===== config.mk =====
export PLATFORM = sky130hd
export DESIGN_NAME = mem_arbiter
export DESIGN_NICKNAME = d
export VERILOG_FILES = /design/src/rtl/mem_arbiter.sv
export SDC_FILE = /design/constraint.sdc
export NUM_CORES = 1
export LEC_CHECK = 0
export BUFFER_PORTS_ARGS = -buffer_cell sky130_fd_sc_hd__buf_4
export CAP_MARGIN = 0
export CORE_MARGIN = 2
export CORE_UTILIZATION = 47
export DETAILED_ROUTE_END_ITERATION = 8
export GPL_TIMING_DRIVEN = 0
export PLACE_DENSITY_LB_ADDON = 0.1
export SETUP_SLACK_MARGIN = 0.2
export SYNTH_ARGS = -nofsm -noshare
export SYNTH_HDL_FRONTEND = slang
export SYNTH_SLANG_ARGS = --single-unit
export TNS_END_PERCENT = 5

===== constraint.sdc =====
create_clock -name clk -period 6.73 [get_ports clk]
set_input_delay 1.6825 -clock clk [delete_from_list [all_inputs] [get_ports clk]]
set_output_delay 1.6825 -clock clk [all_outputs]
set_load 0.01 [all_outputs]

===== src/rtl/mem_arbiter.sv =====
// mem_arbiter: two-port arbiter sharing one variable-latency memory, with round-robin or fixed priority and access timeout
module mem_arbiter #(
  parameter int AW = 32,
  parameter int DW = 32,
  parameter int TIMEOUT = 16,
  parameter int CORE_PRIORITY = 0
) (
  input  logic          clk,
  input  logic          rst,
  input  logic          req0,
  input  logic          req1,
  input  logic          we0,
  input  logic          we1,
  input  logic [AW-1:0] addr0,
  input  logic [AW-1:0] addr1,
  input  logic [DW-1:0] wdata0,
  input  logic [DW-1:0] wdata1,
  output logic          gnt0,
  output logic          gnt1,
  output logic          done0,
  output logic          done1,
  output logic          err0,
  output logic          err1,
  output logic [DW-1:0] rdata0,
  output logic [DW-1:0] rdata1,
  output logic          mem_en,
  output logic          mem_we,
  output logic [AW-1:0] mem_addr,
  output logic [DW-1:0] mem_wdata,
  input  logic [DW-1:0] mem_rdata,
  input  logic          mem_ready
);
  localparam int CW = $clog2(TIMEOUT + 1);
  typedef enum logic [1:0] {IDLE, ACCESS, DONE} state_t;
  state_t state_q, state_d;
  logic id_q, id_d, we_q, we_d, last_q, last_d, err_q, err_d;
  logic [AW-1:0] addr_q, addr_d;
  logic [DW-1:0] wdata_q, wdata_d, rdata0_q, rdata0_d, rdata1_q, rdata1_d;
  logic [CW-1:0] cnt_q, cnt_d;
  logic win, fin;
  always_comb begin
    win = (req0 && req1) ? ((CORE_PRIORITY != 0) ? 1'b0 : ~last_q) : req1;
    fin = mem_ready || (cnt_q == CW'(TIMEOUT - 1));
    state_d = state_q;
    id_d = id_q;
    we_d = we_q;
    addr_d = addr_q;
    wdata_d = wdata_q;
    last_d = last_q;
    err_d = err_q;
    cnt_d = cnt_q;
    rdata0_d = rdata0_q;
    rdata1_d = rdata1_q;
    gnt0 = 1'b0;
    gnt1 = 1'b0;
    case (state_q)
      IDLE: if (req0 || req1) begin
        gnt0 = ~win;
        gnt1 = win;
        id_d = win;
        we_d = win ? we1 : we0;
        addr_d = win ? addr1 : addr0;
        wdata_d = win ? wdata1 : wdata0;
        cnt_d = '0;
        state_d = ACCESS;
      end
      ACCESS: begin
        cnt_d = cnt_q + CW'(1);
        if (fin) begin
          err_d = ~mem_ready;
          rdata0_d = id_q ? rdata0_q : ((mem_ready && !we_q) ? mem_rdata : '0);
          rdata1_d = id_q ? ((mem_ready && !we_q) ? mem_rdata : '0) : rdata1_q;
          state_d = DONE;
        end
      end
      DONE: begin
        last_d = id_q;
        cnt_d = '0;
        state_d = IDLE;
      end
      default: state_d = IDLE;
    endcase
  end
  always_ff @(posedge clk or posedge rst) begin
    if (rst) begin
      state_q <= IDLE;
      id_q <= 1'b0;
      we_q <= 1'b0;
      addr_q <= '0;
      wdata_q <= '0;
      last_q <= 1'b1;
      err_q <= 1'b0;
      cnt_q <= '0;
      rdata0_q <= '0;
      rdata1_q <= '0;
    end else begin
      state_q <= state_d;
      id_q <= id_d;
      we_q <= we_d;
      addr_q <= addr_d;
      wdata_q <= wdata_d;
      last_q <= last_d;
      err_q <= err_d;
      cnt_q <= cnt_d;
      rdata0_q <= rdata0_d;
      rdata1_q <= rdata1_d;
    end
  end
  assign mem_en = state_q == ACCESS;
  assign mem_we = mem_en && we_q;
  assign mem_addr = mem_en ? addr_q : '0;
  assign mem_wdata = mem_en ? wdata_q : '0;
  assign done0 = state_q == DONE && !id_q;
  assign done1 = state_q == DONE && id_q;
  assign err0 = done0 && err_q;
  assign err1 = done1 && err_q;
  assign rdata0 = rdata0_q;
  assign rdata1 = rdata1_q;
endmodule


# After elaboration in Yosys (flattened, before gate mapping)
# Index checks and enable logic that the tools add are counted.
word_totals:
  regBits: 139
  inputBits: 167
  out_inout_bits: 136
  elab_cells: 55
op_classes:
  addsub: 1
  n_eq_ne: 5
  mux: 16
  bitwise_logic: 4
  n_reduce_logical: 19
ops:
  columns: ["operator", "n"]
  rows:
  - ["$mux 32", 5]
  - ["$pmux 5 s3", 1]
  - ["$reduce_and 2->1", 4]
  - ["$logic_and 1x1->1", 7]
  - ["$mux 1", 6]
  - ["$reduce_and 3->1", 2]
  - ["$add 5x1->5 const B", 1]
  - ["$eq 5x4->1 const B", 1]
  - ["$mux 5", 1]
  - ["$mux 2", 2]
  - ["$not 1->1", 4]
  - ["$pmux 2 s2", 1]
  - ["$reduce_bool 3->1", 1]
  - ["$eq 2x1->1 const B", 1]
  - ["$eq 2x2->1 const B", 1]
  - ["$logic_not 1->1", 2]
  - ["$logic_not 2->1", 1]
  - ["$logic_or 1x1->1", 2]
  - ["$ne 2x1->1 const B", 1]
  - ["$ne 2x2->1 const B", 1]

# Logic depth before layout (Yosys ltp)
# Gate-level depths: netlist of run 1.
depth:
  ltp_word: 5
  depth_mapped: 8
  depth_no_buf: 6

# Least setup slack after synthesis of run 1
# Ideal clock, no wire load.
synth_path:
  kind: "input port to output port"
  from: "input port req1"
  to: "output port gnt0"
  t_arrival_ps: 2493
  required_ps: 5047
  path_slack_ps: 2555
  cell_stages: 5
  path_buffers: 3
  path_cell_list: "a21bo_2 > buf_2 > and3_1 > buf_2 > buf_2"
synth_between:
  elab_chain_cells: 5
  elab_cells_between_ends: 6
  classes_between: "3 x mux; 1 x bitwise; 2 x reduce/logical"
synth_lines:
  columns: ["item", "line_no", "rtl"]
  rows:
  - ["start: declaration", "11", "input logic req1,"]
  - ["$logic_and 1x1->1", "42", "win = (req0 && req1) ? ((CORE_PRIORITY != 0) ? 1'b0 : ~last_q) : req1;"]
  - ["$mux 1", "42", null]
  - ["$not 1->1", "58", "gnt0 = ~win;"]
  - ["$mux 1 (*)", "57", "IDLE: if (req0 || req1) begin"]
  - ["$mux 1 (*)", "56", "case (state_q)"]
  - ["end: declaration", "18", "output logic gnt0,"]
# Every way passes the cells marked *; elsewhere a longest branch is shown, timed or not.

# Worst setup path after layout of run 1
# Same ends and word-level chain as after synthesis.

==> results of run 1 <==
-- per-stage QoR --
step	TNS [ns]	setup slack, ns	cells
floorplan	0	1.32	605
global placement	-23.71	-0.180	1087
detailed placement	0	2.12	1088
CTS	0	2.11	1120
global route	0	2.03	1120
finish	0	2.10	1120
-- cell families (layout without fill, tap and decap cells) --
family          after synthesis  in the layout  synth area share
xor+xnor                      1              1           0.00133
simple gates                226            226             0.182
fa+ha+maj                     2              2           0.00379
compound gates              117            117             0.120
buf+inv                      55            390            0.0383
flops                       139            139             0.527
mux                          65             65             0.128
-- synth_stat cells (all sizes together) --
cell / number / area, um^2
dfstp: 1 / 26.3
xnor2: 1 / 8.76
o221ai: 1 / 8.76
and2: 100 / 626
nand3: 1 / 5.00
o21ai: 1 / 5.00
a21oi: 42 / 210
a221o: 25 / 250
buf: 22 / 129
clkbuf: 29 / 109
a21o: 2 / 15.0
a21bo: 1 / 10.0
and3: 27 / 169
o2bb2ai: 1 / 8.76
or3: 1 / 6.26
inv: 3 / 11.3
nor2: 6 / 22.5
a31oi: 40 / 250
ha: 2 / 25.0
nor2b: 1 / 6.26
nor3b: 1 / 7.51
o22ai: 1 / 6.26
or2: 2 / 12.5
a22o: 2 / 17.5
a21boi: 1 / 7.51
nand2: 84 / 315
clkinv: 1 / 3.75
nand2b: 2 / 20.0
mux2: 65 / 845
nor3: 1 / 10.0
dfrtp: 138 / 3450
-- state kept, by name, indices dropped and copies added, names as in the netlist --
signal and cells:
err_q 1, last_q 1, state_q 2, cnt_q 5
wdata_q 32, rdata1 32, rdata0 32, we_q 1
addr_q 32, id_q 1
-- layout make-up --
class,instances,area [um^2],share of cell area
clock inverter,11,214,0.0218
inverter,4,20.0,0.00204
buffer,51,238,0.0242
tap,180,225,0.0230
multi-input combinational,411,2870,0.292
clock buffer,21,470,0.0480
timing repair buffer,303,2290,0.234
sequential,139,3480,0.355
-- routing by layer --
layer	routed length (um)	part of all wire
met5	0	0
met4	641	0.033
met3	1410	0.073
met2	9680	0.50
met1	7480	0.39
-- worst paths after layout --
kind | from | endpoint | slack, ns
worst max-delay path | req1 | gnt0 | 2.10
worst min-delay path | cnt_q[4] | cnt_q[4] | 0.48
worst max register to register | cnt_q[0] | rdata1[17] | 4.52
worst min register to register | cnt_q[4] | cnt_q[4] | 0.48
max in group asynchronous | rst | last_q | 4.61
min in group asynchronous | rst | addr_q[25] | 1.31
-- critical path, delay by kind of cell --
| kind | cells | cell delay (ns) |
|---|---|---|
| AND/OR/NAND/NOR | 1 | 0.17 |
| buffers and inverters | 5 | 0.92 |
| AO/OA/AOI/OAI | 1 | 0.18 |
-- report_power, final --
part	internal (uW)	switching, uW	leakage (uW)
combinational	1070	948	0.00302
sequential	1230	220	0.00173
clock	724	347	0.000329
==> metrics.md, run 1 <==
| Metric | Value |
|---|---|
| Status | `finished clean` |
| CP max stage cell | `buf_2` |
| Die ar. | `around 15000 um^2` |
| FP Rows | `43` |
| Crit start category | `input pin` |
| Most frequent cells in the layout | `302 x buf_4, 138 x dfrtp_1, 100 x and2_1` |
| Busiest layer in global routing | `met2` |
| Warning count from the yosys run | `0` |
| Grt ovf | `0` |
| DR vias | `slightly below 6000` |
| Drt initial violations | `327` |
| Routed WL per cell | `roughly 17 um` |
| Worst Clk Skew | `around 0.009 ns` |
| CP most frequent cell | `buf_2` |
| # H-tree levels | `4` |
| Final Util | `0.712` |
| Slew margin rel. | `0.661` |
| Synth Instances | `about 610` |
| WS Path Type | `input pin to output port` |
| Final min period | `~4.6 ns` |
| CP Max Fanout | `10` |
| R2R depth | `8` |
| Detailed placement HPWL | `14.5 mm` |
| Layout cells sized above 1 | `0.453` |
| Overall power | `about 4500 uW` |
| Final instance area | `around 10000 um^2` |
| Clk pin slew, worst setup/hold paths | `roughly 0.050 ns` |
| Hold_ws | `0.484 ns` |
| Root Driver | `clkbuf_16` |
| CP arrival | `around 3 ns` |
| Clock tree buffer depth | `2` |
| Sequential area share after synthesis | `0.527` |
| Chip Height | `123 um` |
| Peak supply drop | `approximately 240 uV` |
| Final #Nets | `~1100` |
| Number of global-route vias before repair | `around 6000` |
| Diode count | `0` |
| Post-route ant nets | `0` |
| CP peak stage delay | `0.26 ns` |
| TritonCTS buffer count | `17` |
| # fillers | `between 1000 and 1500` |
| Post-DP Area | `between 9000 and 10000 um^2` |
| Buffers added on ports | `roughly 300` |
| M1 GR Usage | `0.304` |
| RSZ-0062 raised after global routing | `false` |
| Power Dens Cells | `roughly 460 nW/um^2` |
| Avg Cell Area, Syn | `10.9 um^2` |
| Fmax achieved | `216 MHz` |
| Cells along the critical path | `buf_4, a21bo_2, buf_2, and3_1, buf_2, buf_2, buf_4` |
| Skew-Pair Late Insertion Delay | `0.41 ns` |
| Final setup fails | `0` |
| Area delta synth->final | `48.6%` |
| Crit. End Element | `output port` |
| Die Span X | `between 100 and 150 um` |
| Initial antenna violation count | `0` |
| GRT Overall Usage | `0.256` |
| Met3 Use GR | `0.0692` |
| Yosys reg bits | `139` |
| Post-CTS Resized | `0` |
| Starting Density | `0.479` |
| First-pass GRT wire length | `29.5 mm` |
| Met2 usage in global routing | `0.439` |
| Pleak | `approximately 0.0051 uW` |
| MaxCap Viol Count | `0` |
| Final hold vios | `0` |
| Hold path depth | `1` |
| Post-Syn Area | `roughly 6600 um^2` |
| Max Slew Vio Count | `0` |
| Placeable Area | `between 10000 and 15000 um^2` |
| Synth unique cells | `36` |
| CTS tree | `built` |
| Ports | `just over 300` |
| Largest net degree at the start of global routing | `88` |
| Syn nets | `between 700 and 800` |
| Slew at the pin closest to its max-slew limit | `a little over 0.5 ns` |
| Hold WC Path Type | `register to register` |
| Setup bufs post-CTS | `0` |
| Fin crit share | `0.688` |
| Commonest non-fill, non-tap cell in the layout | `buf_4` |
| GP Congestion | `about 0.84` |
| Hold_buf cts | `0` |
| Worst Path Required | `around 5 ns` |
| # DRC | `0` |
| Vias per cell | `5.26` |
| CTS sink cnt | `139` |
| First-pass DRT Iterations | `4` |
| WL final | `about 19 mm` |
Power figures use the tool's default switching activity.
==> run 2, diff against run 1 <==
CORE_UTILIZATION = 43   (was 47)
clock period = 3.89 ns   (was 6.73 ns; I/O delays follow)
==> run 2 against run 1 <==
Compared with the run above: sequential share of layout area fell by 0.16 points; clock-buffer cell count fell by 2; combinational power increased by 74%; routed wire length grew 1.7%; core utilization decreased by 5.9 points; worst hold slack better by 0.0020 ns; via count decreased by 0.36%; global-route usage fell by 1.8 points; worst setup slack got worse by 1.4 ns; critical path depth unchanged; critical endpoint unchanged; largest power group unchanged.
==> metrics.md, run 2 (same netlist as run 1, synthesis figures left out) <==
| Metric | Value |
|---|---|
| Die ar. | `16400 um^2 (was 15000 um^2)` |
| TritonCTS buffer count | `17 (unchanged)` |
| Slew at the pin closest to its max-slew limit | `0.470 ns (was 0.509 ns)` |
| GRT Overall Usage | `0.239 (was 0.256)` |
| Crit start category | `input pin (unchanged)` |
| # fillers | `1222 (was 1048)` |
| DR vias | `5868 (was 5889)` |
| Final setup fails | `0 (unchanged)` |
| CP peak stage delay | `0.26 ns (about the same)` |
| FP Rows | `45 (was 43)` |
| Commonest non-fill, non-tap cell in the layout | `buf_4 (unchanged)` |
| Post-route ant nets | `0 (unchanged)` |
| Drt initial violations | `290 (was 327)` |
| Levels on crit path | `7 (unchanged)` |
| Met2 usage in global routing | `0.415 (was 0.439)` |
| Worst hold endpoint | `cnt_q[4] (unchanged)` |
| Status | `finished clean (unchanged)` |
| Worst Path Required | `2.92 ns (was 5.05 ns)` |
| Layout cells sized above 1 | `0.454 (was 0.453)` |
| WP buf/inv | `5 (unchanged)` |
| Crit. End Element | `output port (unchanged)` |
| MaxCap Viol Count | `0 (unchanged)` |
| First-pass GRT wire length | `30.5 mm (was 29.5 mm)` |
| Peak supply drop | `377 uV (was 242 uV)` |
| WS Path Type | `input pin to output port (unchanged)` |
| Final instance area | `9850 um^2 (was 9810 um^2)` |
| Chip Height | `128 um (was 123 um)` |
| Die Span X | `128 um (was 123 um)` |
| R2R Path Start | `cnt_q[0] (unchanged)` |
| Slew margin rel. | `0.684 (was 0.661)` |
| Most frequent cells in the layout | `302 x buf_4, 138 x dfrtp_1, 100 x and2_1 (unchanged)` |
| GP Congestion | `0.835 (was 0.839)` |
| Diode count | `0 (unchanged)` |
| Power Dens Cells | `800 nW/um^2 (was 462 nW/um^2)` |
| Grt ovf | `0 (unchanged)` |
| Post-CTS Resized | `0 (unchanged)` |
| CP Max Fanout | `10 (unchanged)` |
| FF-to-FF setup slack | `1.68 ns (was 4.52 ns)` |
| Cells along the critical path | `buf_4, a21bo_2, buf_2, and3_1, buf_2, buf_2, buf_4 (unchanged)` |
| RSZ-0062 raised after global routing | `false (unchanged)` |
| Vias per cell | `5.19 (was 5.26)` |
| Final min period | `3.21 ns` |
| Area delta synth->final | `49.3% (was 48.6%)` |
| Hold WC Path Type | `register to register (unchanged)` |
| Fin crit share | `0.825` |
| Largest net degree at the start of global routing | `44 (was 88)` |
| Ports | `303 (unchanged)` |
| Clock tree buffer depth | `2 (unchanged)` |
| # H-tree levels | `4 (unchanged)` |
| Detailed placement HPWL | `14.9 mm (was 14.5 mm)` |
| R2R depth | `8 (unchanged)` |
| Number of global-route vias before repair | `6153 (was 5971)` |
| Total negative setup slack | `0 ns (unchanged)` |
| Starting Density | `0.437 (was 0.479)` |
| Post-DP Area | `9170 um^2 (was 9130 um^2)` |
| CP arrival | `2.24 ns (was 2.94 ns)` |
| Final hold vios | `0 (unchanged)` |
| Hold path depth | `1 (unchanged)` |
| Fmax achieved | `311 MHz` |
| Busiest layer in global routing | `met2 (unchanged)` |
| CP Launch Point | `req1 (unchanged)` |
| M1 GR Usage | `0.284 (was 0.304)` |
| Final #Nets | `1098 (was 1096)` |
| CTS tree | `built (unchanged)` |
| Initial antenna violation count | `0 (unchanged)` |
| Max Slew Vio Count | `0 (unchanged)` |
| Buffers added on ports | `302 (unchanged)` |
| CP most frequent cell | `buf_2 (unchanged)` |
| Clk pin slew, worst setup/hold paths | `0.06 ns (was 0.05 ns)` |
| Pleak | `0.00510 uW (was 0.00508 uW)` |
| WL final | `19.5 mm (was 19.2 mm)` |
| Hold_buf cts | `0 (unchanged)` |
| Hold path start | `cnt_q[4] (unchanged)` |
| CP max stage cell | `buf_2 (unchanged)` |
| Top cell family by delay on the critical path | `buffers and inverters (unchanged)` |
| Placeable Area | `15100 um^2 (was 13800 um^2)` |
| First-pass DRT Iterations | `5 (was 4)` |
| Routed WL per cell | `17.3 um (was 17.2 um)` |
| # DRC | `0 (unchanged)` |
| Root Driver | `clkbuf_16 (unchanged)` |
| Reg2reg end | `rdata1[7] (was rdata1[17])` |
| Worst Clk Skew | `0.00399 ns (was 0.00904 ns)` |
| Setup bufs post-CTS | `0 (unchanged)` |
| CTS sink cnt | `139 (unchanged)` |
| Met3 Use GR | `0.0693 (was 0.0692)` |
| Skew-Pair Late Insertion Delay | `0.41 ns (about the same)` |
==> run 2: changes by cell type in the layout (fill, tap and decap cells not counted), sizes merged <==
cell,before,now
clkbuf,50,48
clkinvlp,2,3
inv,3,2
buf,325,327
clkinv,4,5
bufinv,6,7
==> run 2: stage by stage <==
step,hold WS (ns),setup WS (ns),cells,util,power [uW]
floorplan,0.456,1.13,605,-,4390
global placement,0.472,0.301,1095,0.603,5930
detailed placement,0.474,0.710,1098,0.607,6030
CTS,0.491,0.704,1130,0.653,7940
global route,0.519,0.636,1130,0.653,8350
finish,0.486,0.680,1130,0.653,7890
==> run 2: worst register-to-register path, cell delays in order (launching register included) <==
cell	delay [ns]
dfrtp_1	0.40
ha_1	0.22
and3_1	0.15
ha_1	0.20
nor2_1	0.26
or3_1	0.15
buf_2	0.19
buf_6	0.21
mux2_4	0.32
==> run 2: final cells by class <==
type                            instances  area (um^2)  area share
Multi-Input combinational cell        411         2870       0.291
Buffer                                 51          238      0.0241
Clock inverter                         13          245      0.0249
Tap cell                              188          235      0.0239
Sequential cell                       139         3480       0.353
Timing Repair Buffer                  305         2330       0.236
Clock buffer                           19          443      0.0449
Inverter                                4         18.8     0.00190
==> run 2: where the power goes <==
part | total, uW | switching (uW) | internal (uW)
clock network | 1890 | 607 | 1280
registers | 2490 | 375 | 2120
logic | 3510 | 1650 | 1850
total | 7890 | 2630 | 5250
==> run 2: how the worst max path moves through the flow <==
stage | end | slack [ns]
4_1_cts | gnt0 | 0.70
2_1_floorplan | gnt0 | 1.13
6_report | gnt0 | 0.68
3_3_place_gp | rdata1[5] | 0.30
3_5_place_dp | gnt0 | 0.71
5_1_grt | gnt0 | 0.64
==> run 2: layer usage <==
layer | vias to the layer above | share of wire
met4 | 0 | 0.020
met3 | 26 | 0.078
met1 | 2836 | 0.39
met5 | - | 0
li1 | 2753 | -
met2 | 253 | 0.51
